File: src/rtl/wilkinson_stream_splitter.sv
// One input stream broadcast to NOUT ports, each behind its own FIFO so a slow consumer only
// blocks the source once its FIFO is full. Define SPLIT_STATS_EN to add per-port stall counters.
module wilkinson_stream_splitter #(
    parameter int WIDTH = 16,
    parameter int NOUT  = 2,
    parameter int DEPTH = 4,
    parameter int CNT_W = 16,
    localparam int PTR_W = $clog2(DEPTH),
    localparam int LVL_W = PTR_W + 1
) (
    input  logic                   clk,
    input  logic                   rst,
    input  logic [WIDTH-1:0]       in_data,
    input  logic                   in_valid,
    output logic                   in_ready,
    output logic [NOUT*WIDTH-1:0]  out_data,
    output logic [NOUT-1:0]        out_valid,
    input  logic [NOUT-1:0]        out_ready,
    output logic [NOUT*LVL_W-1:0]  out_level
`ifdef SPLIT_STATS_EN
    ,
    output logic [NOUT*CNT_W-1:0]  stall_cnt
`endif
);

    logic [PTR_W-1:0] wr_ptr_q, wr_ptr_d;
    logic [NOUT-1:0]  full;
    logic             push;

    // Every FIFO is written together, so a single write pointer serves all ports.
    assign in_ready = !rst && !(|full);
    assign push     = in_valid && in_ready;

    always_comb begin
        wr_ptr_d = wr_ptr_q;
        if (push) wr_ptr_d = wr_ptr_q + PTR_W'(1);
    end

    always_ff @(posedge clk or posedge rst) begin
        if (rst) wr_ptr_q <= '0;
        else     wr_ptr_q <= wr_ptr_d;
    end

    for (genvar i = 0; i < NOUT; i++) begin : g_port
        logic [DEPTH-1:0][WIDTH-1:0] mem_q, mem_d;
        logic [PTR_W-1:0]            rd_ptr_q, rd_ptr_d;
        logic [LVL_W-1:0]            level_q, level_d;
        logic                        pop;

        assign full[i]                      = (level_q == LVL_W'(DEPTH));
        assign out_valid[i]                 = (level_q != '0);
        assign pop                          = out_valid[i] && out_ready[i];
        assign out_data[i*WIDTH +: WIDTH]   = out_valid[i] ? mem_q[rd_ptr_q] : '0;
        assign out_level[i*LVL_W +: LVL_W]  = level_q;

        always_comb begin
            mem_d    = mem_q;
            rd_ptr_d = rd_ptr_q;
            level_d  = level_q;
            if (push) mem_d[wr_ptr_q] = in_data;
            if (pop)  rd_ptr_d = rd_ptr_q + PTR_W'(1);
            case ({push, pop})
                2'b10:   level_d = level_q + LVL_W'(1);
                2'b01:   level_d = level_q - LVL_W'(1);
                default: level_d = level_q;
            endcase
        end

        always_ff @(posedge clk or posedge rst) begin
            if (rst) begin
                mem_q    <= '0;
                rd_ptr_q <= '0;
                level_q  <= '0;
            end else begin
                mem_q    <= mem_d;
                rd_ptr_q <= rd_ptr_d;
                level_q  <= level_d;
            end
        end

`ifdef SPLIT_STATS_EN
        logic [CNT_W-1:0] cnt_q, cnt_d;

        // Counts source cycles blocked by this port; saturates instead of wrapping.
        always_comb begin
            cnt_d = cnt_q;
            if (in_valid && full[i] && (cnt_q != {CNT_W{1'b1}})) cnt_d = cnt_q + CNT_W'(1);
        end

        always_ff @(posedge clk or posedge rst) begin
            if (rst) cnt_q <= '0;
            else     cnt_q <= cnt_d;
        end

        assign stall_cnt[i*CNT_W +: CNT_W] = cnt_q;
`endif
    end

endmodule

File: config.mk
export PLATFORM = sky130hd
export DESIGN_NAME = wilkinson_stream_splitter
export DESIGN_NICKNAME = d
export VERILOG_FILES = /design/src/rtl/wilkinson_stream_splitter.sv
export SDC_FILE = /design/constraint.sdc
export NUM_CORES = 1
export LEC_CHECK = 0
export ABC_AREA = 1
export ABC_CLOCK_PERIOD_IN_PS = 3100
export BUFFER_PORTS_ARGS = -buffer_cell sky130_fd_sc_hd__clkbuf_2
export CORE_MARGIN = 2
export CORE_UTILIZATION = 35
export DETAILED_ROUTE_END_ITERATION = 7
export GPL_TIMING_DRIVEN = 1
export MAX_ROUTING_LAYER = met4
export SETUP_SLACK_MARGIN = 0.1
export SYNTH_ARGS = -nofsm -noshare
export SYNTH_HDL_FRONTEND = slang
export SYNTH_SLANG_ARGS = --single-unit
File: constraint.sdc
create_clock -name clk -period 3.1 [get_ports clk]
set_input_delay 0.155 -clock clk [delete_from_list [all_inputs] [get_ports clk]]
set_output_delay 0.155 -clock clk [all_outputs]
set_load 0.01 [all_outputs]
==> key figures <==
Clock tree
  • Clock sink count: 76
  • Root buf cell: clkbuf_16
  • Clk slew on worst S/H paths: 60 ps
  • Clock buffer depth: 2
  • Total CTS buffers: 9
  • # hold bufs at CTS: 0
  • Postcts setup bufs: 0
  • CTS tree: built
  • Post-CTS Resized: 0
  • H-tree Lvls: 3
  • Worst-skew pair later-pin latency: 330 ps

Yosys
  • Number of flops mapped to enable cells by yosys: 0
  • Predominant post-synthesis flop cell: dfrtp_1
  • Leading area contributor after synthesis: dfrtp_1
  • Sequential share of the synthesized area: 42.9%
  • Most frequent cells after synthesis: nand2_1 (174), dfrtp_1 (76), a21oi_1 (66)
  • Cells after Synth: 577
  • Synth async-reset ratio: 100%
  • Area contributors post-synth: dfrtp_1 (43%), nand2_1 (15%), nand4_1 (9.0%)
  • YS warnings: 0
  • Syn avg cell area: 7.68 um2
  • Post-Syn Area: 0.00443 mm2
  • Yosys reg bits: 76
  • Top cell type's share of synthesized area: 42.9%
  • Library cells used by synthesis: 26
  • Synthesized Nets: 606
  • Most common cell in the netlist: nand2_1

Detailed routing
  • Routed met2 length: 5980 um
  • Initial DRC Count: 265
  • Wl on met1: 5670 um
  • DR WL met3: 930 um
  • First-pass DRT Iterations: 8
  • Drt wl/cell: 16.3 um
  • DRC viols: 0
  • Vias: 4220
  • Vias per std cell: 5.38
  • DRT antenna net count: 0
  • Routed wire length: 12800 um
  • Highest Signal Layer: met4

Worst setup path
  • Critical Path Sink Type: output port
  • Arrival @ worst endpoint: 2200 ps
  • Crit Path Class: reg -> out
  • R2R setup slack: 930 ps
  • Startpoint types: flip-flop
  • Worst Path Required: 2940 ps
  • Critical path fanouts, max: 33

Global routing
  • Number of global-route vias before repair: 4028
  • Global route overflow: 0
  • Largest net degree at the start of global routing: 77
  • First-pass GRT wire length: 20800 um
  • Initial antenna violation count: 0
  • Global-route usage over all layers: 20.3%

Placement
  • DP HPWL: 8110 um
  • Port buffer count: 61
  • Placement Cell Area: 0.00480 mm2
  • GPL Wtd Cong: 0.805

Floorplan
  • Die Area: 0.0136 mm2
  • # IOs: 62
  • Die Ht: 117 um
  • Die width: 117 um
  • Core area: 0.0125 mm2
  • Site Rows: 41
  • Initial Util: 35.4%

Timing
  • Final slew viol count: 0
  • Relative slew margins: 18.4%
  • Peak Freq: 424 MHz
  • RSZ-0062 raised after global routing: false
  • Crit share post-route: 76.1%
  • Setup TNS Final: 0 ps
  • Hold violation count in the final report: 0
  • Final setup vio count: 0
  • Min Clock Period, post-route: 2360 ps
  • Tightest Pin Transition: 1220 ps
  • Max Clock Skew: 5.80 ps

Cells and area
  • Post-layout util: 41.0%
  • Nets: 637
  • Ant. Diodes: 0
  • Design area: 0.00514 mm2
  • Layout cells sized above 1: 16.3%
  • Area delta synth->final: 15.9%

Power and ir drop
  • P per Cell Area: 1220 mW/mm2
  • IR drop worst, VDD: 0.560 mV
  • Leak pwr: 2.55 nW

Min path
  • Type of the worst min-delay path: in -> reg

Job
  • Max Cap Viol: 0

Run status
  • Run status: finished clean
## flip-flops by register name (all words and copies together), names as in the netlist
register,flops
g_port.rd_ptr_q,4
g_port.mem_q,64
g_port.level_q,6
wr_ptr_q,2
## per-stage QoR
stage                     std cells  total power, mW  worst slack [ps]  hold slack [ps]
after CTS                       784             6.29               784             93.7
after global routing            784             6.81               615              111
after floorplan                 577             4.00               157              304
after detailed placement        769             5.07               928              448
after global placement          769             4.99              1000              444
final                           784             6.25               742              105
## worst max-delay path, stage by stage (launching register included)
cell	delay, ps
dfrtp_1	1150
o211ai_1	200
a21oi_1	330
clkbuf_2	200
## metal layers
metal,global-route usage (%),vias up
li1,-,2026
met1,27.4,2010
met2,31.9,170
met3,2.59,14
met4,6.75,0
met5,-,-
## layout by cell type (no fill, tap or decap), types with 2 or more instances in the layout
cell,n
nand3_1,2
xor2_1,3
a21oi_1,66
buf_4,10
o21ai_0,36
o211ai_1,32
bufinv_16,3
clkbuf_16,9
dfrtp_1,74
clkinvlp_4,2
inv_1,45
fa_1,2
nand2_1,174
inv_2,2
dfrtp_2,2
xnor2_1,3
nor2_1,4
nand4_2,4
ha_1,6
nand4_1,64
clkbuf_2,61
## final timing paths
check,start,end,cells after the start
max in group asynchronous,rst,g_port[0].rd_ptr_q[0],3
worst min-delay path,in_data[7],g_port[0].mem_q[55],3
worst max register to register,g_port[0].level_q[2],g_port[0].level_q[2],9
min in group asynchronous,rst,g_port[1].level_q[0],3
worst min register to register,g_port[0].mem_q[63],g_port[0].mem_q[63],2
worst max-delay path,g_port[1].rd_ptr_q[1],out_data[17],3
## cell families after synthesis
kind of cell	Yosys count	synth area share, %
AND/OR/NAND/NOR	253	26.6
AO/OA/AOI/OAI	135	17.3
buffers and inverters	99	9.37
flip-flops	76	42.9
adder cells (fa/ha/maj)	8	2.60
XOR/XNOR	6	1.19
## power by group
| group | switching, mW | internal, mW |
|---|---|---|
| registers | 0.697 | 1.45 |
| clock network | 0.407 | 0.783 |
| logic | 1.79 | 1.12 |
## cell type report
| class | instances | area (um2) |
|---|---|---|
| Clock buffer | 9 | 225 |
| Clock inverter | 6 | 111 |
| Fill cell | 1336 | 7380 |
| Inverter | 48 | 184 |
| Multi-Input combinational cell | 402 | 2120 |
| Sequential cell | 76 | 1900 |
| Tap cell | 172 | 215 |
| Timing Repair Buffer | 71 | 380 |
No activity file was read; power rests on OpenSTA's default activity.
